--- config.mk ---
export PLATFORM = sky130hd
export DESIGN_NAME = fpu_issue_ctrl
export DESIGN_NICKNAME = d
export VERILOG_FILES = /design/src/rtl/fpu_issue_ctrl.sv
export SDC_FILE = /design/constraint.sdc
export NUM_CORES = 1
export LEC_CHECK = 0
export ABC_AREA = 1
export BUFFER_PORTS_ARGS = -buffer_cell sky130_fd_sc_hd__buf_4
export CORE_UTILIZATION = 46
export DETAILED_ROUTE_END_ITERATION = 6
export PLACE_DENSITY = 0.81
export SETUP_SLACK_MARGIN = 0.02
export SYNTH_ARGS = -nofsm -noshare
export SYNTH_HDL_FRONTEND = slang
export SYNTH_SLANG_ARGS = --single-unit
--- constraint.sdc ---
create_clock -name clk -period 1.8 [get_ports clk]
set_input_delay 0.45 -clock clk [delete_from_list [all_inputs] [get_ports clk]]
set_output_delay 0.45 -clock clk [all_outputs]
set_load 0.02 [all_outputs]
--- src/rtl/fpu_issue_ctrl.sv ---
// fpu_issue_ctrl
// Issue-side controller between the core's FP issue logic and the private FPU
// wrapper. It takes one request at a time, holds the operands in issue
// registers while the FPU runs, and returns the tagged result through a
// one-entry response buffer. When the response buffer is full and not
// draining, the FPU is stalled.
//
// Optional feature macro: FPU_ISSUE_TIMEOUT_EN
//   Defined: an EXEC watchdog forces a zero result with rsp_err_o=1 after
//            TIMEOUT_CYC unstalled EXEC cycles without a real result.
//   Undefined: no watchdog, and rsp_err_o is tied to 0.
//
// Handshake rules for both req_* and rsp_*:
//   - A transfer happens on a rising clk edge where valid and ready are both 1.
//   - While valid is 1 and the transfer has not happened, the payload does
//     not change.
//   - ready may depend on valid in the same cycle. Here req_ready_o depends on
//     the FPU capture in EXEC.
//
// busy_o shows the FSM state (1 = EXEC, 0 = IDLE).
module fpu_issue_ctrl #(
    parameter int OP_W        = 32,
    parameter int RM_W        = 3,
    parameter int CMD_W       = 4,
    parameter int TAG_W       = 5,
    parameter int TIMEOUT_CYC = 16
) (
    input  logic             clk,
    input  logic             rst_n,
    input  logic             req_valid_i,
    output logic             req_ready_o,
    input  logic [OP_W-1:0]  req_operand_a_i,
    input  logic [OP_W-1:0]  req_operand_b_i,
    input  logic [RM_W-1:0]  req_rm_i,
    input  logic [CMD_W-1:0] req_op_i,
    input  logic [TAG_W-1:0] req_tag_i,
    output logic             rsp_valid_o,
    input  logic             rsp_ready_i,
    output logic [OP_W-1:0]  rsp_result_o,
    output logic [TAG_W-1:0] rsp_tag_o,
    output logic             rsp_err_o,
    output logic             busy_o,
    output logic             fpu_enable_o,
    output logic             fpu_stall_o,
    output logic [OP_W-1:0]  fpu_operand_a_o,
    output logic [OP_W-1:0]  fpu_operand_b_o,
    output logic [RM_W-1:0]  fpu_rm_o,
    output logic [CMD_W-1:0] fpu_op_o,
    input  logic [OP_W-1:0]  fpu_result_i,
    input  logic             fpu_ready_i,
    input  logic             fpu_result_valid_i
);

    localparam logic [0:0] ST_IDLE = 1'b0;
    localparam logic [0:0] ST_EXEC = 1'b1;

    logic [0:0]       state_q;
    logic [0:0]       state_d;
    logic [OP_W-1:0]  op_a_q;
    logic [OP_W-1:0]  op_b_q;
    logic [RM_W-1:0]  rm_q;
    logic [CMD_W-1:0] cmd_q;
    logic [TAG_W-1:0] tag_q;
    logic             rsp_valid_q;
    logic [OP_W-1:0]  rsp_result_q;
    logic [TAG_W-1:0] rsp_tag_q;

    logic in_exec;
    logic stall;
    logic force_cap;
    logic capture;
    logic accept;

    // fpu_ready_i is observed but does not take part in any control decision.
    logic unused_ok;

    assign in_exec = (state_q == ST_EXEC);
    assign stall   = in_exec & rsp_valid_q & ~rsp_ready_i;
    assign capture = in_exec & (fpu_result_valid_i | force_cap) & ~stall;
    // In EXEC, a new request is accepted only in the cycle the current
    // result is captured. This gives back-to-back issue without a bubble.
    assign req_ready_o = ~in_exec | capture;
    assign accept      = req_valid_i & req_ready_o;

`ifdef FPU_ISSUE_TIMEOUT_EN
    localparam int CNT_W = $clog2(TIMEOUT_CYC + 1);

    logic [CNT_W-1:0] wd_cnt_q;
    logic             rsp_err_q;

    // A forced capture happens only if the FPU has no real result this cycle,
    // so a late real result still takes priority.
    assign force_cap = in_exec & ~stall & ~fpu_result_valid_i &
                       (wd_cnt_q == CNT_W'(TIMEOUT_CYC - 1));
    assign unused_ok = fpu_ready_i;
    assign rsp_err_o = rsp_err_q;

    // Watchdog: counts unstalled EXEC cycles of the current operation.
    always_ff @(posedge clk or negedge rst_n) begin
        if (!rst_n) begin
            wd_cnt_q <= '0;
        end else if (accept) begin
            wd_cnt_q <= '0;
        end else if (in_exec && !stall && !capture) begin
            wd_cnt_q <= wd_cnt_q + 1'b1;
        end
    end

    // Error flag travels with the buffered response it describes.
    always_ff @(posedge clk or negedge rst_n) begin
        if (!rst_n) begin
            rsp_err_q <= 1'b0;
        end else if (capture) begin
            rsp_err_q <= force_cap;
        end
    end
`else
    assign force_cap = 1'b0;
    assign unused_ok = fpu_ready_i | (TIMEOUT_CYC == 0);
    assign rsp_err_o = 1'b0;
`endif

    // Next-state logic: IDLE -> EXEC on accept; EXEC -> IDLE on capture without a new accept.
    always_comb begin
        state_d = state_q;
        case (state_q)
            ST_IDLE: if (accept) state_d = ST_EXEC;
            ST_EXEC: if (capture && !accept) state_d = ST_IDLE;
            default: state_d = ST_IDLE;
        endcase
    end

    // State register.
    always_ff @(posedge clk or negedge rst_n) begin
        if (!rst_n) begin
            state_q <= ST_IDLE;
        end else begin
            state_q <= state_d;
        end
    end

    // Issue registers: loaded only on accept, so the FPU inputs stay stable during EXEC.
    always_ff @(posedge clk or negedge rst_n) begin
        if (!rst_n) begin
            op_a_q <= '0;
            op_b_q <= '0;
            rm_q   <= '0;
            cmd_q  <= '0;
            tag_q  <= '0;
        end else if (accept) begin
            op_a_q <= req_operand_a_i;
            op_b_q <= req_operand_b_i;
            rm_q   <= req_rm_i;
            cmd_q  <= req_op_i;
            tag_q  <= req_tag_i;
        end
    end

    // Response buffer. A capture is possible only when the buffer is empty or
    // being popped, so a held result is never overwritten.
    always_ff @(posedge clk or negedge rst_n) begin
        if (!rst_n) begin
            rsp_valid_q  <= 1'b0;
            rsp_result_q <= '0;
            rsp_tag_q    <= '0;
        end else if (capture) begin
            rsp_valid_q  <= 1'b1;
            rsp_result_q <= force_cap ? '0 : fpu_result_i;
            rsp_tag_q    <= tag_q;
        end else if (rsp_valid_q && rsp_ready_i) begin
            rsp_valid_q  <= 1'b0;
        end
    end

    assign rsp_valid_o     = rsp_valid_q;
    assign rsp_result_o    = rsp_result_q;
    assign rsp_tag_o       = rsp_tag_q;
    assign busy_o          = in_exec;
    assign fpu_enable_o    = in_exec;
    assign fpu_stall_o     = stall;
    assign fpu_operand_a_o = op_a_q;
    assign fpu_operand_b_o = op_b_q;
    assign fpu_rm_o        = rm_q;
    assign fpu_op_o        = cmd_q;

endmodule

## After elaboration in Yosys (flattened, before gate mapping)

Cells that the tools add are included.

- Bitwise logic cells: 9
- Reductions and logical operators: 4
- Muxes and demuxes: 5

Operators by type and width:

| cell | number |
|---|---|
| $and A1 B1 Y1 | 5 |
| $mux W1 | 4 |
| $not A1 Y1 | 3 |
| $logic_and A1 B1 Y1 | 2 |
| $pmux W1 S2 | 1 |
| $reduce_bool A2 Y1 | 1 |
| $logic_not A1 Y1 | 1 |
| $or A1 B1 Y1 | 1 |

- Input bits: 114
- Output and inout port bits: 114
- Flip-flop bits (word level): 115

## Longest topological paths before layout

Gate-level depths: netlist of the first run.

- Depth in word-level cells: 10
- Depth in mapped cells: 9

## Worst setup path before layout of the first run

Ideal clock, no wire load.

- Path type: register to output
- Start: register state_q (netlist: busy_o)
- End: output port req_ready_o
- Path slack: 0.296 ns
- Path buffers: 1
- Stages on the path, launching flop included: 6
- Data required time: 1.350 ns
- Data arrival time: 1.054 ns
- Cells stage by stage: dfrtp_1 > nand2_1 > inv_2 > nand2_1 > nand2_2 > buf_2

- Cells in the longest elaborated chain, start to end: 5
- Elaborated cells between the ends (all ways): 7
- Classes of those cells: bitwise (7)

RTL lines:

| item | RTL line | text |
|---|---|---|
| start, declared | 57 | `logic [0:0] state_q;` |
| start signal, assigned | 138 | `state_q <= state_d;` |
| $and A1 B1 Y1 (2 in series) | 78 | `assign stall = in_exec & rsp_valid_q & ~rsp_ready_i;` |
| $not A1 Y1 | 79 | `assign capture = in_exec & (fpu_result_valid_i \| force_cap) & ~stall;` |
| $and A1 B1 Y1 | 79 |  |
| $or A1 B1 Y1 (*) | 82 | `assign req_ready_o = ~in_exec \| capture;` |
| end, declared | 31 | `output logic req_ready_o,` |

Mark *: on every way between the ends. The rest lies on a longest branch, timed or not.

## Worst setup path in the final report of the first run

- Start: register state_q (netlist: busy_o)
- End: output port fpu_stall_o

- Cells in the longest elaborated chain, start to end: 2

RTL lines:

| item | RTL line | text |
|---|---|---|
| $and A1 B1 Y1 (2 in series) | 78 |  |
| end, declared | 44 | `output logic fpu_stall_o,` |

No other way between the ends.

==> impl_metrics.py, run 1 <==
metrics = {
    "critical_path": {
        "endpoint_kind": "output port",
        "path_cells": "buf_6 > nand2_1 > nor2_1 > buf_4",
        "max_stage_delay_ns": 0.42,
        "crit_required_ns": 1.35,
        "r2r_cells": 7,
        "cp-start-kind": "flip-flop",
        "worst-path-max-fanout": 4,
        "worstSetupPathType": "reg -> out",
        "path_delay_family": "flip-flops",
        "crit_slowest_cell": "dfrtp_2",
        "cp.depth": 4,
        "critPathBufInv": 2,
        "critPathArrivalTime_ns": 1.29,
    },
    "synthesis": {
        "synth_seq_cells": 115,
        "syn_nets": 620,
        "synth_area_per_cell_um2": 8.96,
        "ys_types": 12,
        "ys_seq_area_frac": 0.635,
        "yosys_warnings": 0,
        "netlist_instances": 506,
        "syn_area_um2": 4530,
    },
    "finish": {
        "drive_gt1_frac": 0.374,
        "final_common_cell": "buf_4",
        "final_cell_area_um2": 6930,
        "antenna_cells": 0,
        "nFillCells": 726,
        "fin_cells": 866,
        "area_growth_pct": 52.8,
        "regArea_um2": 2880,
        "multi_input_area_um2": 1460,
        "layout_common_cells": "buf_4, nand2_1, dfrtp_1",
        "final_net_count": 838,
    },
    "timing": {
        "setup_slack_ns": 0.0597,
        "setup_tns_ns": 0,
        "finalHoldViolCount": 0,
        "period_share": 0.967,
        "finalSetupViolCount": 0,
        "max_freq_mhz": 575,
        "clock_skew_ns": 0.0128,
        "tightest_slew_ns": 0.610,
        "maxSlewViolCount": 0,
        "max_slew_margin": 0.593,
        "fin_crit_ns": 1.74,
        "rsz0062_at_grt": "yes",
    },
    "die": {
        "die_y_um": 101,
        "rows": 35,
        "coreArea_um2": 9370,
        "initial_utilization": 0.484,
        "io-pin-count": 228,
        "die_w_um": 101,
        "dieArea_um2": 10300,
    },
    "drt": {
        "wire_per_inst_um": 14.5,
        "totalWireLength_mm": 12.6,
        "drc": 0,
        "via_per_inst": 4.90,
        "ant_nets": 0,
        "firstDrtPassIters": 5,
        "via_count": 4247,
        "drtIter0Drc": 187,
    },
    "clock_tree": {
        "cts_buffers": 17,
        "cts_root_buffer": "clkbuf_8",
        "cts_sinks": 115,
        "tritoncts": "done",
        "clk_latency_ns": 0.50,
        "clk_pin_slew_ns": 0.06,
        "max-clock-path-buffers": 2,
        "hold_buffers": 0,
        "htreeDepth": 4,
    },
    "grt": {
        "grt_pass1_vias": 4092,
        "grt_first_pass_wirelength_mm": 19.6,
        "overflow": 0,
        "grt_max_degree": 116,
        "antenna_found_initial": 0,
        "gr-usage-all-layers": 0.251,
    },
    "pwr": {
        "p_leak_nw": 3.88,
        "irDropWorstVdd_uv": 734,
        "p_per_area_nw_per_um2": 1360,
    },
    "flow_run": {
        "max_cap_violations": 0,
    },
    "placement": {
        "port_buffers": 225,
        "placed_cells": 832,
        "gp_congestion": 0.780,
        "pre_cts_ws_ns": 0.294,
        "place_area_um2": 6300,
        "dp_hpwl_mm": 8.45,
    },
    "hold_path": {
        "min_path_type": "in -> async",
    },
    "status": {
        "status": "complete, no violations",
    },
}
==> metal layers <==
layer  global-route usage  vias to the layer above  share of wire
met1                0.293                     2000           0.40
met4               0.0792                        0          0.014
met5                    0                        -              0
met2                0.422                      185           0.50
li1                     -                     2049              -
met3                0.105                       13          0.089
==> where the power goes <==
part / total [mW] / switching (mW) / leakage, nW / internal (mW)
Combinational: 2.65 / 1.54 / 2.18 / 1.11
Clock: 3.30 / 1.16 / 0.288 / 2.14
Sequential: 3.46 / 0.319 / 1.42 / 3.14
==> worst paths after layout <==
path,slack [ns],to,start
worst min-delay path,0.02,rsp_result_o[21],rst_n
worst max register to register,0.40,fpu_op_o[0],rsp_valid_o
max in group asynchronous,1.30,fpu_operand_b_o[9],rst_n
min in group clk,0.18,fpu_operand_b_o[20],req_operand_b_i[20]
worst max-delay path,0.06,fpu_stall_o,busy_o
worst min register to register,0.47,fpu_operand_a_o[23],fpu_operand_a_o[23]
==> synthesized netlist by cell type <==
cell type / instances / area, um^2
inv_2: 1 / 3.75
inv_1: 2 / 7.51
buf_2: 19 / 95.1
buf_4: 5 / 37.5
nand3_1: 113 / 566
nand2_2: 1 / 6.26
nand2_1: 233 / 875
buf_1: 4 / 15.0
clkbuf_1: 11 / 41.3
nor2_1: 1 / 3.75
conb_1: 1 / 3.75
dfrtp_1: 115 / 2880
==> layout make-up <==
cell class                 count  area share
inverter                       3     0.00163
tap                          129      0.0233
clock buffer                  19      0.0623
timing repair buffer         238       0.263
sequential                   115       0.416
multi-input combinational    349       0.211
clock inverter                13      0.0231
==> registers in the layout (all words and copies together), names as in the netlist <==
name / count
busy_o: 1
fpu_op_o: 4
fpu_operand_a_o: 32
fpu_operand_b_o: 32
fpu_rm_o: 3
rsp_result_o: 32
rsp_tag_o: 5
rsp_valid_o: 1
tag_q: 5
==> repair_timing <==
action | CTS | global route
setup endpoints to repair | 1 | 2
resized for setup | 4 | 2
pin swaps | 1 | 2
setup buffers | 2 | 0
==> cell families after synthesis <==
kind of cell           Yosys count  synth area share
DFF                            115             0.635
buffers and inverters           42            0.0442
and+or+nand+nor                348             0.320
other                            1          0.000827
==> metrics by stage <==
stage | hold WS [ns] | power, mW | utilization
floorplan | 0.154 | 4.80 | -
global placement | 0.454 | 6.06 | 0.673
detailed placement | 0.460 | 6.14 | 0.673
CTS | 0.0528 | 9.51 | 0.738
global route | 0.0570 | 9.91 | 0.739
finish | 0.0230 | 9.41 | 0.739
==> worst register-to-register path, delay by kind of cell, from the launching register on <==
kind | cells | cell delay [ns]
and+or+nand+nor | 5 | 0.47
buffers and inverters | 2 | 0.46
DFF | 1 | 0.41
Note: power is estimated with default switching activity, not from simulation.
==> run 2: changes to the inputs <==
--- a/config.mk
+++ b/config.mk
@@ -7,10 +7,11 @@
 export LEC_CHECK = 0
 export ABC_AREA = 1
 export BUFFER_PORTS_ARGS = -buffer_cell sky130_fd_sc_hd__buf_4
-export CORE_UTILIZATION = 46
+export CORE_UTILIZATION = 41
 export DETAILED_ROUTE_END_ITERATION = 6
-export PLACE_DENSITY = 0.81
+export PLACE_DENSITY = 0.76
 export SETUP_SLACK_MARGIN = 0.02
+export SKIP_LAST_GASP = 1
 export SYNTH_ARGS = -nofsm -noshare
 export SYNTH_HDL_FRONTEND = slang
 export SYNTH_SLANG_ARGS = --single-unit
==> constraint.sdc (replaced) <==
create_clock -name clk -period 1.6 [get_ports clk]
set_input_delay 0.4 -clock clk [delete_from_list [all_inputs] [get_ports clk]]
set_output_delay 0.4 -clock clk [all_outputs]
set_load 0.02 [all_outputs]
==> impl_metrics.py, run 2 (synthesis results as in run 1) <==
metrics = {
    "status": {
        "status": "complete, but fails checks",
        "violations": "negative setup slack",
    },
    "critical_path": {
        "cp.depth": 5,
        "crit_required_ns": 1.20,
        "crit_end": "req_ready_o",
        "critical_path.startpoint": "busy_o",
        "rrSetupSlack_ns": 0.17,
        "worstSetupPathType": "reg -> out",
        "endpoint_kind": "output port",
        "critPathBufInv": 2,
        "cp-start-kind": "flip-flop",
        "r2r-start": "busy_o",
        "rr_endpoint": "fpu_operand_a_o[3]",
        "path_common_cell": "nand2_2",
        "worst-path-max-fanout": 2,
        "crit_slowest_cell": "dfrtp_1",
        "r2r_cells": 8,
        "path_delay_family": "flip-flops",
        "max_stage_delay_ns": 0.40,
        "critPathArrivalTime_ns": 1.30,
        "path_cells": "nand2_2 > inv_2 > nand2_2 > nand2_2 > buf_6",
    },
    "pwr": {
        "irDropWorstVdd_uv": 847,
        "p_leak_nw": 3.95,
        "p_per_area_nw_per_um2": 1530,
    },
    "placement": {
        "pre_cts_ws_ns": 0.126,
        "port_buffers": 225,
        "dp_hpwl_mm": 8.75,
        "placed_cells": 846,
        "gp_congestion": 0.816,
    },
    "drt": {
        "via_count": 4326,
        "totalWireLength_mm": 12.7,
        "drtIter0Drc": 265,
        "drc": 0,
        "wire_per_inst_um": 14.3,
        "firstDrtPassIters": 4,
        "ant_nets": 0,
        "via_per_inst": 4.89,
    },
    "timing": {
        "finalSetupViolCount": 3,
        "rsz0062_at_grt": "yes",
        "clock_skew_ns": 0.00632,
        "period_share": 1.07,
        "hold_ws_ns": 0.122,
        "fin_crit_ns": 1.70,
        "finalHoldViolCount": 0,
        "max_freq_mhz": 587,
        "maxSlewViolCount": 0,
        "setup_slack_ns": -0.104,
    },
    "clock_tree": {
        "cts_sinks": 115,
        "clk_latency_ns": 0.50,
        "cts_root_buffer": "clkbuf_8",
        "max-clock-path-buffers": 2,
        "clk_pin_slew_ns": 0.06,
        "cts_buffers": 17,
        "htreeDepth": 4,
        "tritoncts": "done",
    },
    "die": {
        "coreArea_um2": 10800,
        "die_w_um": 107,
        "die_y_um": 107,
        "io-pin-count": 228,
        "initial_utilization": 0.420,
        "rows": 38,
        "dieArea_um2": 11500,
    },
    "finish": {
        "final_common_cell": "buf_4",
        "antenna_cells": 0,
        "fin_cells": 884,
        "layout_common_cells": "buf_4, nand2_1, dfrtp_1",
        "final_net_count": 846,
        "drive_gt1_frac": 0.378,
        "area_growth_pct": 55.7,
        "final_util": 0.654,
    },
    "hold_path": {
        "min_path_type": "in -> reg",
    },
    "grt": {
        "grt_max_degree": 52,
        "antenna_found_initial": 0,
        "overflow": 0,
        "grt_first_pass_wirelength_mm": 20.0,
        "grt_pass1_vias": 4145,
        "gr-usage-all-layers": 0.225,
    },
    "flow_run": {
        "max_cap_violations": 0,
    },
}
run 2: cell types whose count changed in the layout (fill, tap and decap cells not counted), sizes merged:
cell and delta:
buf +7, clkinv -4, clkbuf +2, bufinv +1, dlygate4sd3 +1
run 2: what timing repair did:
| action | 4_1_cts | 5_1_grt |
|---|---|---|
| endpoints found under the hold margin | 27 | 0 |
| pin swaps | 2 | 2 |
| setup buffers | 4 | 2 |
| endpoints found under the setup margin | 2 | 4 |
| gates resized for setup | 4 | 3 |
| hold buffers | 1 | 0 |
run 2: area by class of cell:
class                      instances  area, um^2
timing repair buffer             246        1910
sequential                       115        2880
fill                             907        3740
tap                              140         175
inverter                           3        11.3
clock inverter                    10         155
multi-input combinational        349        1460
clock buffer                      21         459
run 2: worst min path at each step:
| stage | end | startpoint | cells after the start | slack (ns) |
|---|---|---|---|---|
| CTS | fpu_operand_b_o[13] | req_operand_b_i[13] | 3 | 0.10 |
| floorplan | busy_o | rst_n | 0 | 0.10 |
| global route | fpu_operand_b_o[10] | req_operand_b_i[10] | 3 | 0.11 |
| global placement | rsp_result_o[15] | rst_n | 1 | 0.35 |
| detailed placement | rsp_result_o[15] | rst_n | 1 | 0.35 |
| finish | fpu_operand_b_o[13] | req_operand_b_i[13] | 3 | 0.12 |
run 2: metal layers:
metal | GRT usage | part of all wire | vias to the layer above
met1 | 0.263 | 0.40 | 2067
met5 | 0 | 0 | -
li1 | - | - | 2061
met3 | 0.0772 | 0.084 | 17
met4 | 0.0851 | 0.017 | 0
met2 | 0.381 | 0.50 | 181
run 2: worst register-to-register path, stage by stage (launching register included):
cell and delay [ns]:
dfrtp_1 0.38, nand2_2 0.08, inv_2 0.06, nand2_2 0.05, nand2_2 0.08, buf_4 0.14
buf_4 0.32, nand3_1 0.14, nand2_1 0.10
run 2: report_power, final:
group	total, mW	internal (mW)	switching, mW
Clock	3.90	2.63	1.27
Sequential	3.89	3.54	0.356
Combinational	3.01	1.28	1.74
Total	10.8	7.44	3.36
run 2: stage by stage:
| stage | area [um^2] | power, mW | TNS [ns] |
|---|---|---|---|
| after floorplan | 4530 | 5.40 | 0 |
| after global placement | 6360 | 6.84 | 0 |
| after detailed placement | 6360 | 6.93 | 0 |
| after CTS | 7030 | 10.9 | -0.249 |
| after global routing | 7060 | 11.3 | -0.502 |
| final | 7060 | 10.8 | -0.288 |
